File: config.mk
export PLATFORM = sky130hd
export DESIGN_NAME = reset_sequencer
export DESIGN_NICKNAME = d
export VERILOG_FILES = /design/src/rtl/reset_sequencer.sv
export SDC_FILE = /design/constraint.sdc
export NUM_CORES = 1
export LEC_CHECK = 0
export BUFFER_PORTS_ARGS = -buffer_cell sky130_fd_sc_hd__buf_2
export CORE_ASPECT_RATIO = 2
export CORE_UTILIZATION = 30
export DETAILED_ROUTE_END_ITERATION = 10
export PLACE_DENSITY_LB_ADDON = 0.3
export SYNTH_ARGS = -nofsm -noshare
export SYNTH_HDL_FRONTEND = slang
export SYNTH_SLANG_ARGS = --single-unit
File: constraint.sdc
create_clock -name clk -period 2.1 [get_ports clk]
set_input_delay 0.105 -clock clk [delete_from_list [all_inputs] [get_ports clk]]
set_output_delay 0.105 -clock clk [all_outputs]
set_load 0.02 [all_outputs]
File: src/rtl/reset_sequencer.sv
// reset_sequencer
//   Takes the chip-wide synchronized reset and releases NUM_STAGES downstream
//   reset domains one at a time, in order. Stage k+1 is released only after
//   stage k acknowledges (or times out), and then only after STAGE_GAP cycles.
//   A synchronous software/watchdog request restarts the whole sequence.
//
// Ports
//   clk          in   clock
//   rst          in   asynchronous active-high reset
//   sw_rst_req   in   synchronous request to restart the sequence
//   stage_ack    in   [NUM_STAGES] bit k high = domain k out of reset and ready
//   rst_out      out  [NUM_STAGES] active-high reset to each domain, registered
//   seq_busy     out  sequence in progress (complement of seq_done), registered
//   seq_done     out  all stages released and acked/timed out, registered
//   timeout_err  out  sticky flag, some stage hit ACK_TIMEOUT, registered
//
// Build option
//   RESET_SEQ_ACK_TIMEOUT_EN  when defined, a stage that does not ack within
//                             ACK_TIMEOUT cycles of its release is treated as
//                             acked and timeout_err is set. When undefined the
//                             sequencer waits indefinitely and timeout_err is 0.

module reset_sequencer #(
  parameter int unsigned NUM_STAGES  = 4,
  parameter int unsigned HOLD_CYCLES = 16,
  parameter int unsigned STAGE_GAP   = 8,
  parameter int unsigned ACK_TIMEOUT = 32,
  parameter int unsigned CNT_W       = 8
) (
  input  logic                  clk,
  input  logic                  rst,
  input  logic                  sw_rst_req,
  input  logic [NUM_STAGES-1:0] stage_ack,
  output logic [NUM_STAGES-1:0] rst_out,
  output logic                  seq_busy,
  output logic                  seq_done,
  output logic                  timeout_err
);

  localparam int unsigned K_W     = (NUM_STAGES > 1) ? $clog2(NUM_STAGES) : 1;
  localparam int unsigned MAX_HG  = (HOLD_CYCLES > STAGE_GAP) ? HOLD_CYCLES : STAGE_GAP;
  // Saturation point: the largest count any state ever needs to reach.
  localparam int unsigned CNT_SAT = (MAX_HG > ACK_TIMEOUT) ? MAX_HG : ACK_TIMEOUT;

  localparam logic [CNT_W-1:0] CNT_MAX   = CNT_W'(CNT_SAT);
  localparam logic [CNT_W-1:0] HOLD_LAST = CNT_W'(HOLD_CYCLES - 1);
  localparam logic [CNT_W-1:0] GAP_LAST  = CNT_W'((STAGE_GAP > 0) ? (STAGE_GAP - 1) : 0);
`ifdef RESET_SEQ_ACK_TIMEOUT_EN
  localparam logic [CNT_W-1:0] TO_LAST   = CNT_W'(ACK_TIMEOUT - 1);
`endif
  localparam logic [K_W-1:0]   K_LAST    = K_W'(NUM_STAGES - 1);

  typedef enum logic [1:0] {
    S_HOLD,
    S_REL_WAIT,
    S_GAP,
    S_DONE
  } state_e;

  state_e                state_q, state_d;
  logic [CNT_W-1:0]      cnt_q, cnt_d;
  logic [K_W-1:0]        k_q, k_d;
  logic [NUM_STAGES-1:0] rst_out_q, rst_out_d;
  logic                  seq_done_q, seq_done_d;
  logic                  seq_busy_q;
  logic                  timeout_err_q, timeout_err_d;

  logic [CNT_W-1:0]      cnt_inc;
  logic [NUM_STAGES-1:0] next_mask;
  logic                  ack_hit;

  // Next-state and output logic.
  always_comb begin
    state_d       = state_q;
    k_d           = k_q;
    rst_out_d     = rst_out_q;
    seq_done_d    = seq_done_q;
    timeout_err_d = timeout_err_q;
    ack_hit       = 1'b0;
    cnt_inc       = (cnt_q == CNT_MAX) ? cnt_q : (cnt_q + CNT_W'(1));
    cnt_d         = cnt_inc;
    // One-hot bit of the stage that follows the current one.
    next_mask     = NUM_STAGES'(1) << (k_q + K_W'(1));

    case (state_q)
      S_HOLD: begin
        if (cnt_q == HOLD_LAST) begin
          rst_out_d[0] = 1'b0;
          state_d      = S_REL_WAIT;
          cnt_d        = '0;
          k_d          = '0;
        end
      end

      S_REL_WAIT: begin
        ack_hit = stage_ack[k_q];
`ifdef RESET_SEQ_ACK_TIMEOUT_EN
        // A missing ack at the deadline is treated as an ack on that edge.
        if (!ack_hit && (cnt_q == TO_LAST)) begin
          ack_hit       = 1'b1;
          timeout_err_d = 1'b1;
        end
`endif
        if (ack_hit) begin
          cnt_d = '0;
          if (k_q == K_LAST) begin
            seq_done_d = 1'b1;
            state_d    = S_DONE;
          end else if (STAGE_GAP == 0) begin
            // Zero gap: release the next stage on the ack edge itself.
            rst_out_d = rst_out_q & ~next_mask;
            k_d       = k_q + K_W'(1);
          end else begin
            state_d = S_GAP;
          end
        end
      end

      S_GAP: begin
        if (cnt_q == GAP_LAST) begin
          rst_out_d = rst_out_q & ~next_mask;
          k_d       = k_q + K_W'(1);
          cnt_d     = '0;
          state_d   = S_REL_WAIT;
        end
      end

      S_DONE: begin
        cnt_d = cnt_q;
      end

      default: begin
        state_d = S_HOLD;
        cnt_d   = '0;
      end
    endcase

    // Restart wins over everything; timeout_err is deliberately left alone.
    if (sw_rst_req) begin
      state_d    = S_HOLD;
      cnt_d      = '0;
      k_d        = '0;
      rst_out_d  = '1;
      seq_done_d = 1'b0;
    end
  end

  // State and output registers.
  always_ff @(posedge clk or posedge rst) begin
    if (rst) begin
      state_q       <= S_HOLD;
      cnt_q         <= '0;
      k_q           <= '0;
      rst_out_q     <= '1;
      seq_done_q    <= 1'b0;
      seq_busy_q    <= 1'b1;
      timeout_err_q <= 1'b0;
    end else begin
      state_q       <= state_d;
      cnt_q         <= cnt_d;
      k_q           <= k_d;
      rst_out_q     <= rst_out_d;
      seq_done_q    <= seq_done_d;
      seq_busy_q    <= ~seq_done_d;
      timeout_err_q <= timeout_err_d;
    end
  end

  assign rst_out     = rst_out_q;
  assign seq_done    = seq_done_q;
  assign seq_busy    = seq_busy_q;
  assign timeout_err = timeout_err_q;

endmodule
==> summary.txt, run 1 <==
CTS
  • Clock latency on the worst-skew pair: 0.25 ns
  • Clock Path Buffers: 2
  • CTS tree: yes
  • H-tree depth: 1
  • Setup Buffers After CTS: 0
  • Cts bufs inserted: 3
  • CTS root buffer: clkbuf_8
  • Post-cts sizing count: 0
  • Clk sink count: 18
  • Clock Pin Slew Worst Setup and Hold Paths: 0.07 ns

Final layout
  • Fillcell total: 414
  • ANT cells: 0
  • NumNets Final: 161
  • Area delta synth->final: 14.9%
  • Layout cells sized above 1: 25.4%

STA
  • Clk_skew: 0.00221 ns
  • Fin. Hold Viols: 0
  • Fmax: 534 MHz
  • Crit share post-route: 89.2%
  • Fin. max-slew vios: 0
  • Min cycle time layout: 1.87 ns
  • Finish-stage setup viols: 0
  • Worst-Margin Slew: 0.733 ns
  • Unrepaired setup endpoints after global routing: no
  • TNS Setup: 0 ns
  • Worst Slack Setup Final: 0.227 ns
  • Max_slew headroom: 51.1%

Worst setup path
  • Critical Path RT: 2.25 ns
  • Crit Path Category: flip-flop to flip-flop
  • Crit path DAT: 2.02 ns
  • CP endpoint kind: flip-flop
  • Critical Path Source Type: flip-flop
  • Reg2Reg Launch Point: cnt_q[3]$_DFFE_PP0P_
  • CP Launch Point: cnt_q[3]$_DFFE_PP0P_
  • Crit Path Max Fanout: 6

Yosys
  • Sequential-to-total area share from yosys stat: 36.9%
  • Syn nets: 146
  • Cells after Synth: 128
  • Number of synthesized flops with an enable pin: 0
  • Mapped Avg Cell Area: 9.67 um^2
  • Area share of the largest cell type after synthesis: 26.3%
  • Post-synthesis register bit count: 18
  • Area contributors post-synth: dfrtp_1 (26%), ha_1 (11%), dfstp_2 (11%)
  • Netlist cell types: 44
  • Ys flop type: dfrtp_1
  • Post-synth ARST share: 100%
  • Yosys warning total: 0
  • Synth Cell Area: 1240 um^2
  • Area leader, netlist: dfrtp_1

Min path
  • Hold crit path type: input pin to flip-flop
  • Min-delay src: sw_rst_req

Floorplan
  • Initial Util: 31.9%
  • Die Wd: 47.4 um
  • Core Region: 3880 um^2
  • Chip height: 92.8 um
  • Ports: 14
  • Die area: 4400 um^2
  • Row count: 32

Global routing
  • Largest net degree at the start of global routing: 19
  • Initial antenna violation count: 0
  • Overflow after GRT: 0
  • Vias in the first global route: 1,061
  • Global-route wire length before repair: 4640 um
  • GRT Resource Usage Total: 14.6%

Place
  • RD Place Congestion: 0.804
  • Place WS: 0.240 ns
  • Post-DP HPWL: 2040 um
  • Port bufs: 12

Route
  • Iter 0 DRT Violations: 12
  • Drt first pass iters: 4
  • Final ANT Viol Nets: 0
  • Final WL: 2590 um
  • Via count: 953
  • Routed vias/inst: 4.94
  • # DRC: 0
  • DR WL/cell: 13.4 um

Pwr
  • VDD IR max: 0.548 mV
  • P per Cell Area: 538 nW/um^2
  • Pleak: 0.000609 uW
  • Final Power: 764 uW

Outcome
  • Status: finished, final reports clean

Job
  • Max cap viols: 0
sequential cells by signal, summed over array words and instances, names as in the netlist:
register	cells
rst_out	4
seq_done	1
cnt_q	8
state_q	2
k_q	2
seq_busy	1
path summary, 6_finish.rpt:
kind,end,cells past startpoint,slack [ns]
setup / recovery,cnt_q[4]$_DFFE_PP0P_,5,0.23
hold / removal,cnt_q[5]$_DFFE_PP0P_,2,0.22
setup reg to reg,cnt_q[4]$_DFFE_PP0P_,5,0.23
hold reg to reg,rst_out[0]$_DFFE_PP1P_,2,0.51
max in group asynchronous,cnt_q[3]$_DFFE_PP0P_,3,1.12
min in group asynchronous,cnt_q[7]$_DFFE_PP0P_,3,0.52
cells in the mapped netlist, types with 4 or more instances:
library cell,number
nand2_1,9
nor2_1,12
o21ai_0,5
mux2i_1,4
a21o_1,5
ha_1,11
nand2b_1,4
clkbuf_1,4
inv_1,12
a22o_1,4
dfrtp_1,13
dfstp_2,5
critical path, stage by stage (launching register included):
cell and delay (ns):
dfrtp_1 0.46, or4_4 0.60, o21ai_2 0.27, a21oi_2 0.08, a21o_1 0.19, a22o_1 0.17
cell families after synthesis:
logic type	after synthesis	synth area share (%)
buf+inv	18	5.86
flops	18	36.9
xor+xnor	1	0.708
simple gates	42	18.6
compound gates	31	20.5
other cells	1	0.303
mux	6	5.97
fa+ha+maj	11	11.1
per-layer routing:
layer  vias up  track usage [%]  wire, um
li1        475                -         -
met1       468             14.8       971
met2         6             26.9      1550
met3         4             1.36        18
met4         0             6.90        50
met5         -                0         0
power by group:
part | total [uW] | switching, uW | internal, uW
registers | 394 | 32.2 | 362
clock network | 282 | 116 | 167
logic | 88.0 | 47.3 | 40.7
total | 764 | 195 | 569
final cells by class:
class | count | area [um^2] | share of cell area, %
clock buffers | 4 | 55.1 | 3.87
repair buffers | 16 | 92.6 | 6.51
inverters | 12 | 45.0 | 3.17
well taps | 51 | 63.8 | 4.49
flip-flops and latches | 18 | 457 | 32.1
multi-input cells | 92 | 708 | 49.8
what timing repair did:
item                                    in CTS  in global routing
endpoints found under the setup margin       0                  0
endpoints found under the hold margin       13                  0
hold buffers                                 1                  0
placed cells by master (no fill, tap or decap), types with 2 or more instances in the layout:
cell type and instances:
mux2i_1 4, a21o_1 5, dfstp_2 5, o31ai_1 2, nand2b_1 4, nor3_1 3
a31oi_1 2, ha_1 11, nand3_1 2, nand3b_1 3, a21oi_1 2, dfrtp_1 13
clkbuf_8 4, nand2_1 9, buf_2 12, inv_1 12, nor2_1 12, o21ai_0 5
a22o_1 4, buf_4 3
per-stage QoR:
stage          util (%)  cell area [um^2]  cells  hold WS [ns]
2_1_floorplan         -              1240    128        0.0399
3_3_place_gp       34.9              1360    188         0.249
3_5_place_dp       34.9              1360    188         0.262
4_1_cts            36.6              1420    193         0.224
5_1_grt            36.6              1420    193         0.241
6_report           36.6              1420    193         0.223
Note: power is estimated with default switching activity, not from simulation.
==> inputs of run 2 (changes only) <==
--- a/config.mk
+++ b/config.mk
@@ -7,8 +7,10 @@
 export LEC_CHECK = 0
 export BUFFER_PORTS_ARGS = -buffer_cell sky130_fd_sc_hd__buf_2
 export CORE_ASPECT_RATIO = 2
-export CORE_UTILIZATION = 30
+export CORE_UTILIZATION = 45
+export CTS_CLUSTER_DIAMETER = 60
 export DETAILED_ROUTE_END_ITERATION = 10
+export HOLD_SLACK_MARGIN = 0.02
 export PLACE_DENSITY_LB_ADDON = 0.3
 export SYNTH_ARGS = -nofsm -noshare
 export SYNTH_HDL_FRONTEND = slang
==> run 2 against run 1 <==
  * Maximum frequency is 0.33% higher
  * Largest cell class unchanged
  * Routed wire length is 1.3% lower
  * Sequential share of layout area grew 0.66 points
  * Highest routed layer unchanged
  * Largest power group unchanged
  * Cell count fell by 12%
  * Register-to-register slack barely moved
  * Critical path type unchanged
  * Flip-flop and latch count unchanged
  * Utilization grew 18 points
  * Global-route usage increased by 6.3 points
  * Total power grew 0.90%
  * Critical endpoint unchanged
  * Hold slack worse by 0.013 ns
==> summary.txt, run 2 (synthesized netlist as in run 1, its figures left out) <==
STA
  • Worst-Margin Slew: 0.677 ns
  • Fmax: 536 MHz
  • Min cycle time layout: 1.87 ns
  • Crit share post-route: 88.9%
  • Fin. Hold Viols: 0
  • TNS Setup: 0 ns
  • Max_slew headroom: 54.8%
  • Clk_skew: 0.00215 ns
  • Finish-stage setup viols: 0
  • Fin. max-slew vios: 0
  • Unrepaired setup endpoints after global routing: no

Place
  • RD Place Congestion: 0.867
  • Port bufs: 12
  • Post-DP HPWL: 2010 um

Final layout
  • Commonest cells after routing, fill and taps aside: dfrtp_1 (13), nor2_1 (12), inv_1 (12), buf_2 (12), ha_1 (11)
  • NumNets Final: 161
  • Storage cell area: 457 um^2
  • Max reg flops: 8
  • Area of the multi-input gates: 708 um^2
  • Most common cell after layout, fill and taps aside: dfrtp_1
  • Most flop-heavy register: cnt_q
  • Area delta synth->final: 12.5%
  • Fillcell total: 220
  • ANT cells: 0
  • Layout cells sized above 1: 25.4%

Route
  • DR WL/cell: 15.0 um
  • Routed length on met2: 1520 um
  • WL met3: 31 um
  • Drt first pass iters: 5
  • Final ANT Viol Nets: 0
  • Metal-1 WL: 918 um
  • # DRC: 0
  • Routed vias/inst: 5.88
  • Via count: 999
  • Final WL: 2560 um
  • Iter 0 DRT Violations: 17
  • Top Layer Used: met4

Worst setup path
  • Buf/Inv on CP: 0
  • CP endpoint kind: flip-flop
  • Crit Path Max Fanout: 6
  • Critical Path, Cell by Cell: or4_4, o21ai_2, a21oi_2, a21o_1, a22o_1
  • Critical Path Source Type: flip-flop
  • CP Launch Point: cnt_q[3]$_DFFE_PP0P_
  • Reg2reg setup slack: 0.23 ns
  • Slowest-stage cell, CP: or4_4
  • Critical Path RT: 2.25 ns
  • Crit Path Category: flip-flop to flip-flop
  • Reg2Reg Launch Point: cnt_q[3]$_DFFE_PP0P_
  • Crit-path leading delay family: compound AO/OA/AOI/OAI gates
  • CP max stage delay: 0.60 ns
  • Crit path DAT: 2.02 ns

Global routing
  • Initial antenna violation count: 0
  • Largest net degree at the start of global routing: 19
  • GRT Resource Usage Total: 20.9%
  • Overflow after GRT: 0
  • Vias in the first global route: 994
  • Global-route wire length before repair: 4440 um

CTS
  • Clock latency on the worst-skew pair: 0.26 ns
  • Cts bufs inserted: 3
  • CTS root buffer: clkbuf_8
  • Hold_buf cts: 1
  • Clk sink count: 18
  • CTS tree: yes
  • Clock Pin Slew Worst Setup and Hold Paths: 0.07 ns
  • Setup Buffers After CTS: 0
  • Post-cts sizing count: 0
  • H-tree depth: 1
  • Clock Path Buffers: 2

Pwr
  • Net Switching: 202 uW
  • Register share of total power: 50.8%
  • Switching Fraction: 26.3%
  • P per Cell Area: 554 nW/um^2
  • Share of total power in the clock network: 37.8%
  • Combinational share of power: 11.4%
  • Pleak: 0.000610 uW
  • VDD IR max: 0.374 mV
  • Final Power: 771 uW
  • Internal Power: 569 uW

Floorplan
  • Core Region: 2570 um^2
  • Ports: 14
  • Die area: 2980 um^2
  • Chip height: 76.2 um
  • Row count: 26
  • Die Wd: 39.1 um
  • Initial Util: 48.1%

Job
  • Max cap viols: 0

Min path
  • Hold crit path type: input pin to flip-flop
  • Min-delay src: sw_rst_req

Outcome
  • Status: finished, final reports clean
==> run 2: cell counts in the layout (fill, tap and decap cells not counted) <==
No cell type changed its count.
==> run 2: area by class of cell <==
| class | count | area share, % |
|---|---|---|
| Clock buffer | 4 | 3.95 |
| Sequential cell | 18 | 32.8 |
| Tap cell | 28 | 2.52 |
| Multi-Input combinational cell | 92 | 50.9 |
| Inverter | 12 | 3.23 |
| Timing Repair Buffer | 16 | 6.65 |
==> run 2: worst paths after layout <==
kind / endpoint / depth (start not counted)
max: cnt_q[4]$_DFFE_PP0P_ / 5
max in group asynchronous: state_q[0]$_DFFE_PP0P_ / 3
min in group asynchronous: cnt_q[1]$_DFFE_PP0P_ / 3
max reg2reg: cnt_q[4]$_DFFE_PP0P_ / 5
min reg2reg: rst_out[0]$_DFFE_PP1P_ / 2
min: cnt_q[5]$_DFFE_PP0P_ / 2
==> run 2: routing by layer <==
metal	vias up	track usage, %
met5	-	0
met4	0	11.7
met3	7	2.04
met2	11	36.0
met1	508	22.8
li1	473	-
==> run 2: power groups by stage <==
stage | registers, uW | clock network, uW | logic, uW
after global routing | 396 | 304 | 99.3
final | 392 | 292 | 87.6
after CTS | 391 | 294 | 88.5
after global placement | 397 | 0 | 83.3
after detailed placement | 396 | 0 | 86.8
after floorplan | 376 | 0 | 85.1
==> run 2: per-stage QoR <==
| step | utilization [%] | cell area, um^2 | std cells | hold WS (ns) | setup WS (ns) |
|---|---|---|---|---|---|
| final | 54.2 | 1390 | 170 | 0.210 | 0.233 |
| after global routing | 54.2 | 1390 | 170 | 0.241 | 0.124 |
| after CTS | 54.2 | 1390 | 170 | 0.221 | 0.240 |
| after detailed placement | 51.7 | 1330 | 165 | 0.246 | 0.262 |
| after global placement | 51.7 | 1330 | 165 | 0.236 | 0.256 |
| after floorplan | - | 1240 | 128 | 0.0399 | 0.348 |
